File: config.mk
export PLATFORM = sky130hd
export DESIGN_NAME = reservation_station_issue
export DESIGN_NICKNAME = d
export VERILOG_FILES = /design/src/rtl/reservation_station_issue.sv
export SDC_FILE = /design/constraint.sdc
export NUM_CORES = 1
export LEC_CHECK = 0
export ABC_AREA = 1
export ABC_CLOCK_PERIOD_IN_PS = 3100
export BUFFER_PORTS_ARGS = -buffer_cell sky130_fd_sc_hd__buf_2
export CORE_MARGIN = 2
export CORE_UTILIZATION = 60
export CTS_CLUSTER_DIAMETER = 50
export CTS_CLUSTER_SIZE = 25
export DETAILED_ROUTE_END_ITERATION = 7
export HOLD_SLACK_MARGIN = 0.1
export PLACE_DENSITY = 0.81
export SYNTH_ARGS = -nofsm -noshare
export SYNTH_HDL_FRONTEND = slang
export SYNTH_SLANG_ARGS = --single-unit
File: constraint.sdc
create_clock -name clock -period 3.1 [get_ports clock]
set_input_delay 0.465 -clock clock [delete_from_list [all_inputs] [get_ports clock]]
set_output_delay 0.465 -clock clock [all_outputs]
set_load 0.1 [all_outputs]
File: src/rtl/reservation_station_issue.sv
// Reservation-station bank for a Tomasulo datapath: issues decoded instructions with
// register renaming, wakes operands from the CDB and dispatches ready entries to one FU.
module reservation_station_issue #(
  parameter int NUM_RS     = 4,
  parameter int DATA_WIDTH = 16,
  parameter int TAG_WIDTH  = 3
) (
  input  logic                  clock,
  input  logic                  reset,
  input  logic                  instr_valid,
  input  logic [2:0]            opcode,
  input  logic [2:0]            RX,
  input  logic [2:0]            RY,
  input  logic [2:0]            RZ,
  input  logic [3:0]            immediate,
  output logic                  stall,
  output logic [2:0]            rf_addr_a,
  output logic [2:0]            rf_addr_b,
  input  logic [DATA_WIDTH-1:0] rf_data_a,
  input  logic [DATA_WIDTH-1:0] rf_data_b,
  input  logic                  cdb_valid,
  input  logic [TAG_WIDTH-1:0]  cdb_tag,
  input  logic [DATA_WIDTH-1:0] cdb_value,
  output logic                  fu_valid,
  input  logic                  fu_ready,
  output logic [2:0]            fu_op,
  output logic [DATA_WIDTH-1:0] fu_vj,
  output logic [DATA_WIDTH-1:0] fu_vk,
  output logic [3:0]            fu_imm,
  output logic [TAG_WIDTH-1:0]  fu_tag
);
  localparam int IDX_W   = (NUM_RS > 1) ? $clog2(NUM_RS) : 1;
  localparam int NUM_REG = 8;
  localparam int CAP_W   = TAG_WIDTH + DATA_WIDTH;
  localparam logic [2:0] OP_LD = 3'b010;
  localparam logic [2:0] OP_SD = 3'b011;

  // Control state: cleared by reset
  logic                  busy_q [NUM_RS];
  logic                  busy_d [NUM_RS];
  logic                  exec_q [NUM_RS];
  logic                  exec_d [NUM_RS];
  logic [TAG_WIDTH-1:0]  qj_q   [NUM_RS];
  logic [TAG_WIDTH-1:0]  qj_d   [NUM_RS];
  logic [TAG_WIDTH-1:0]  qk_q   [NUM_RS];
  logic [TAG_WIDTH-1:0]  qk_d   [NUM_RS];
  logic [TAG_WIDTH-1:0]  stat_q [NUM_REG];
  logic [TAG_WIDTH-1:0]  stat_d [NUM_REG];

  // Payload: only meaningful while the entry is busy, so never reset
  logic [2:0]            op_q   [NUM_RS];
  logic [2:0]            op_d   [NUM_RS];
  logic [DATA_WIDTH-1:0] vj_q   [NUM_RS];
  logic [DATA_WIDTH-1:0] vj_d   [NUM_RS];
  logic [DATA_WIDTH-1:0] vk_q   [NUM_RS];
  logic [DATA_WIDTH-1:0] vk_d   [NUM_RS];
  logic [3:0]            imm_q  [NUM_RS];
  logic [3:0]            imm_d  [NUM_RS];

  logic                  cdb_hit;
  logic                  any_free;
  logic [IDX_W-1:0]      free_idx;
  logic [IDX_W-1:0]      sel_idx;
  logic                  issue_fire;
  logic                  writes_dest;
  logic                  dispatch_fire;
  logic [TAG_WIDTH-1:0]  new_tag;
  logic [CAP_W-1:0]      cap_j;
  logic [CAP_W-1:0]      cap_k;

  function automatic logic [TAG_WIDTH-1:0] idx_to_tag(input int idx);
    return TAG_WIDTH'(idx + 1);
  endfunction

  // Returns {Q, V}: register value, same-cycle CDB bypass, or the pending tag.
  function automatic logic [CAP_W-1:0] capture_operand(
    input logic [TAG_WIDTH-1:0]  src_tag,
    input logic [DATA_WIDTH-1:0] rf_val,
    input logic                  bcast,
    input logic [TAG_WIDTH-1:0]  bcast_tag,
    input logic [DATA_WIDTH-1:0] bcast_val
  );
    if (src_tag == '0)
      return {{TAG_WIDTH{1'b0}}, rf_val};
    else if (bcast && (bcast_tag == src_tag))
      return {{TAG_WIDTH{1'b0}}, bcast_val};
    else
      return {src_tag, rf_val};
  endfunction

  // Tag 0 means "ready", so a broadcast of tag 0 must never match anything.
  assign cdb_hit   = cdb_valid && (cdb_tag != '0);
  assign rf_addr_a = RY;
  assign rf_addr_b = (opcode == OP_SD) ? RX : RZ;

  always_comb begin
    any_free = 1'b0;
    free_idx = '0;
    fu_valid = 1'b0;
    sel_idx  = '0;
    for (int i = NUM_RS - 1; i >= 0; i--) begin
      if (!busy_q[i]) begin
        any_free = 1'b1;
        free_idx = IDX_W'(i);
      end
      if (busy_q[i] && !exec_q[i] && (qj_q[i] == '0) && (qk_q[i] == '0)) begin
        fu_valid = 1'b1;
        sel_idx  = IDX_W'(i);
      end
    end
  end

  assign stall         = !any_free;
  assign issue_fire    = instr_valid && !stall && !opcode[2];
  assign writes_dest   = issue_fire && (opcode != OP_SD);
  assign dispatch_fire = fu_valid && fu_ready;
  assign new_tag       = idx_to_tag(int'(free_idx));
  assign cap_j = capture_operand(stat_q[RY], rf_data_a, cdb_hit, cdb_tag, cdb_value);
  assign cap_k = (opcode == OP_LD) ? '0
               : capture_operand(stat_q[rf_addr_b], rf_data_b, cdb_hit, cdb_tag, cdb_value);

  always_comb begin
    fu_op  = '0;
    fu_vj  = '0;
    fu_vk  = '0;
    fu_imm = '0;
    fu_tag = '0;
    if (fu_valid) begin
      fu_op  = op_q[sel_idx];
      fu_vj  = vj_q[sel_idx];
      fu_vk  = vk_q[sel_idx];
      fu_imm = imm_q[sel_idx];
      fu_tag = (op_q[sel_idx] == OP_SD) ? '0 : idx_to_tag(int'(sel_idx));
    end
  end

  always_comb begin
    for (int i = 0; i < NUM_RS; i++) begin
      busy_d[i] = busy_q[i];
      exec_d[i] = exec_q[i];
      qj_d[i]   = qj_q[i];
      qk_d[i]   = qk_q[i];
      op_d[i]   = op_q[i];
      vj_d[i]   = vj_q[i];
      vk_d[i]   = vk_q[i];
      imm_d[i]  = imm_q[i];
      if (cdb_hit && busy_q[i]) begin
        if (qj_q[i] == cdb_tag) begin
          qj_d[i] = '0;
          vj_d[i] = cdb_value;
        end
        if (qk_q[i] == cdb_tag) begin
          qk_d[i] = '0;
          vk_d[i] = cdb_value;
        end
        if (exec_q[i] && (idx_to_tag(i) == cdb_tag)) begin
          busy_d[i] = 1'b0;
          exec_d[i] = 1'b0;
        end
      end
      // Stores produce no result, so they retire as soon as the FU takes them.
      if (dispatch_fire && (sel_idx == IDX_W'(i))) begin
        if (op_q[i] == OP_SD) busy_d[i] = 1'b0;
        else                  exec_d[i] = 1'b1;
      end
      if (issue_fire && (free_idx == IDX_W'(i))) begin
        busy_d[i]           = 1'b1;
        exec_d[i]           = 1'b0;
        op_d[i]             = opcode;
        imm_d[i]            = immediate;
        {qj_d[i], vj_d[i]}  = cap_j;
        {qk_d[i], vk_d[i]}  = cap_k;
      end
    end
    // Issue rename is applied after the CDB clear so it wins on the same register.
    for (int r = 0; r < NUM_REG; r++) begin
      stat_d[r] = (cdb_hit && (stat_q[r] == cdb_tag)) ? '0 : stat_q[r];
      if (writes_dest && (RX == 3'(r))) stat_d[r] = new_tag;
    end
  end

  always_ff @(posedge clock) begin
    if (reset) begin
      for (int i = 0; i < NUM_RS; i++) begin
        busy_q[i] <= 1'b0;
        exec_q[i] <= 1'b0;
        qj_q[i]   <= '0;
        qk_q[i]   <= '0;
      end
      for (int r = 0; r < NUM_REG; r++) stat_q[r] <= '0;
    end else begin
      for (int i = 0; i < NUM_RS; i++) begin
        busy_q[i] <= busy_d[i];
        exec_q[i] <= exec_d[i];
        qj_q[i]   <= qj_d[i];
        qk_q[i]   <= qk_d[i];
      end
      for (int r = 0; r < NUM_REG; r++) stat_q[r] <= stat_d[r];
    end
  end

  always_ff @(posedge clock) begin
    for (int i = 0; i < NUM_RS; i++) begin
      op_q[i]  <= op_d[i];
      vj_q[i]  <= vj_d[i];
      vk_q[i]  <= vk_d[i];
      imm_q[i] <= imm_d[i];
    end
  end

endmodule
==> results.sh <==
export IMPL_cts_buffers=20
export IMPL_die_area_um2=21070
export IMPL_detail_route_wl_per_cell_um=20.18
export IMPL_grt_pass1_vias=11090
export IMPL_dpl_hpwl_um=23470
export IMPL_cts_sinks=212
export IMPL_synth_area_um2=11950
export IMPL_finalCritPeriodShare=1.032
export IMPL_dpl_cell_count=1833
export IMPL_drive_gt1_frac=0.2088
export IMPL_rows=51
export IMPL_die_w_um=145.1
export IMPL_final_cell_mix="nand2_1, nand3_1, nor2_1, edfxtp_1, buf_2"
export IMPL_clk_latency_ns=0.51
export IMPL_violations="setup timing"
export IMPL_die_h_um=145.1
export IMPL_hold_viol_final=0
export IMPL_fin_worst_skew_ns=0.01941
export IMPL_overflow=0
export IMPL_avgSynthCellArea_um2=8.017
export IMPL_wirelength_um=38030
export IMPL_htreeDepth=1
export IMPL_ys_warn_count=0
export IMPL_setup_violations=29
export IMPL_nets=1681
export IMPL_synth_ff_type="edfxtp_1"
export IMPL_dr_pass1_iters=6
export IMPL_grt_pass1_wl_um=58150
export IMPL_async_flop_share=0
export IMPL_fin_ws_ns=-0.1006
export IMPL_core_area_um2=19530
export IMPL_min_path_type="in -> reg"
export IMPL_totalPowerFinal_uw=7051
export IMPL_ys_seq_area_frac=0.4857
export IMPL_yosys_top_cells_area="edfxtp_1, nand2_1, dfxtp_1"
export IMPL_required_ns=2.63
export IMPL_power_leakage_uw=0.005743
export IMPL_outcome="complete, but fails checks"
export IMPL_initial_core_util=0.6121
export IMPL_drc_errors=0
export IMPL_cts_tree="done"
export IMPL_netlist_instances=1491
export IMPL_yosysTopAreaCellShare=0.3919
export IMPL_num_vias=11600
export IMPL_ant_nets=0
export IMPL_whs_ns=0.1721
export IMPL_grt_max_degree=57
export IMPL_worst_ep_arrival_time_ns=2.74
export IMPL_io_buffers=121
export IMPL_slew_violations=0
export IMPL_n_fill_cell=1354
export IMPL_cp_end_kind="output port"
export IMPL_busiest_layer="met2"
export IMPL_fin_cells=1885
export IMPL_maxSlewHeadroom=0.1614
export IMPL_tightest_slew_ns=1.258
export IMPL_yosysTopAreaCell="edfxtp_1"
export IMPL_viasPerCell=6.153
export IMPL_antenna_found_initial=1
export IMPL_vdd_ir_drop_max_mv=0.5528
export IMPL_max_cap_violations=0
export IMPL_ys_ff_latch=212
export IMPL_root_buffer="clkbuf_16"
export IMPL_met3_usage=0.06352
export IMPL_area_delta_synth_final_pct=22.86
export IMPL_drt_iter0_markers=1570
export IMPL_synth_edf_count=156
export IMPL_grt_met1_usage=0.4424
export IMPL_gp_congestion=0.9629
export IMPL_critPathLaunchType="register"
export IMPL_ys_types=38
export IMPL_finalCriticalPeriod_ns=3.201
export IMPL_layout_cells_most_common="nand2_1"
export IMPL_rsz0062_at_grt="yes"
export IMPL_max_freq_mhz=312.4
export IMPL_grt_use_met2=0.5705
export IMPL_power_density_nw_per_um2=480.1
export IMPL_cts_clk_slew_worst_paths_ns=0.07
export IMPL_crit_type="reg -> out"
export IMPL_ioPinCount=122
export IMPL_syn_nets=1567
export IMPL_clk_path_buf_depth=3
export IMPL_track_usage=0.3472
export IMPL_path_max_fanout=29
## through the flow
step / util / TNS (ns) / area (um^2) / setup slack, ns
2_1_floorplan: - / -5.427 / 12070 / -0.6625
3_3_place_gp: 0.6958 / 0 / 13590 / 0.3471
3_5_place_dp: 0.6958 / 0 / 13590 / 0.3107
4_1_cts: 0.7434 / -0.01141 / 14520 / -0.01123
5_1_grt: 0.7521 / -4.167 / 14690 / -0.1531
6_report: 0.7521 / -1.341 / 14690 / -0.1006
## repair_timing
| action | 4_1_cts | 5_1_grt |
|---|---|---|
| endpoints found under the setup margin | 41 | 41 |
| hold buffers | 0 | 0 |
| gates cloned | 3 | 4 |
| pin swaps | 20 | 27 |
| gates resized for setup | 46 | 33 |
| buffers inserted | 6 | 3 |
## kinds of logic after synthesis
group,Yosys count,share of synthesized area
adder cells (fa/ha/maj),4,0.004187
AND/OR/NAND/NOR,852,0.3219
buffers and inverters,165,0.05862
flip-flops,212,0.4857
XOR/XNOR,50,0.03664
AO/OA/AOI/OAI,208,0.09296
## final cells by class
| type | instances | area, um^2 | share of cell area |
|---|---|---|---|
| diodes | 1 | 2.502 | 0.0001704 |
| clock buffers | 24 | 536.8 | 0.03655 |
| clock inverters | 12 | 143.9 | 0.009798 |
| inverters | 79 | 309.0 | 0.02104 |
| multi-input cells | 1114 | 5699 | 0.3881 |
| flip-flops and latches | 212 | 5813 | 0.3958 |
| well taps | 265 | 331.6 | 0.02258 |
| repair buffers | 178 | 1849 | 0.1259 |
## state kept, by name (all words and copies together) (netlist names)
signal  flops
exec_q      4
busy_q      4
qj_q       12
qk_q       12
vk_q       64
stat_q     24
op_q       12
vj_q       64
imm_q      16
## worst max-delay path: stages (launching register included)
cell and delay, ns:
dfxtp_1 0.35, nor4_2 0.35, nand3_1 0.16, nand2_1 0.11, nand2_2 0.09, nand2_4 0.15, buf_6 0.27, or2_2 0.16
o211ai_1 0.12, a21oi_2 0.25, buf_12 0.21
## cell usage after synthesis, types with 8 or more instances
master and count:
buf_1 8, dfxtp_1 56, or2_2 15, nor3_1 14, nand2_2 21, xnor2_1 30, edfxtp_1 156, o21ai_0 77
xor2_1 20, nand2_1 356, o211ai_1 16, nand3b_1 21, a21oi_1 98, buf_2 23, nand3_2 10, inv_1 70
clkbuf_1 44, buf_4 8, nand3_1 210, nor2_1 168, nand4_1 20
## report_power, final
group          leakage (uW)  total [uW]  switching (uW)  internal (uW)
clock network      0.000328        2550            1170           1380
registers           0.00187        3120            22.7           3100
logic               0.00354        1380             965            416
## per-layer routing
metal | vias to the layer above | routed length [um]
li1 | 5294 | -
met3 | 189 | 4936
met2 | 915 | 17670
met1 | 5201 | 13240
met5 | - | 0
met4 | 0 | 2186
## worst paths after layout
kind                                 from  slack (ns)  cells after the start                       to
setup / recovery  qj_q[2][0]$_SDFFE_PP0P_       -0.10                     10                 fu_vk[2]
hold / removal               immediate[1]        0.17                      1    imm_q[2][1]$_DFFE_PP_
setup reg to reg     busy_q[0]$_SDFF_PP0_        0.54                      8     vk_q[3][2]$_DFFE_PP_
hold reg to reg   qk_q[3][0]$_SDFFE_PP0P_        0.49                      2  qk_q[3][0]$_SDFFE_PP0P_
(Power assumes the default switching activity.)
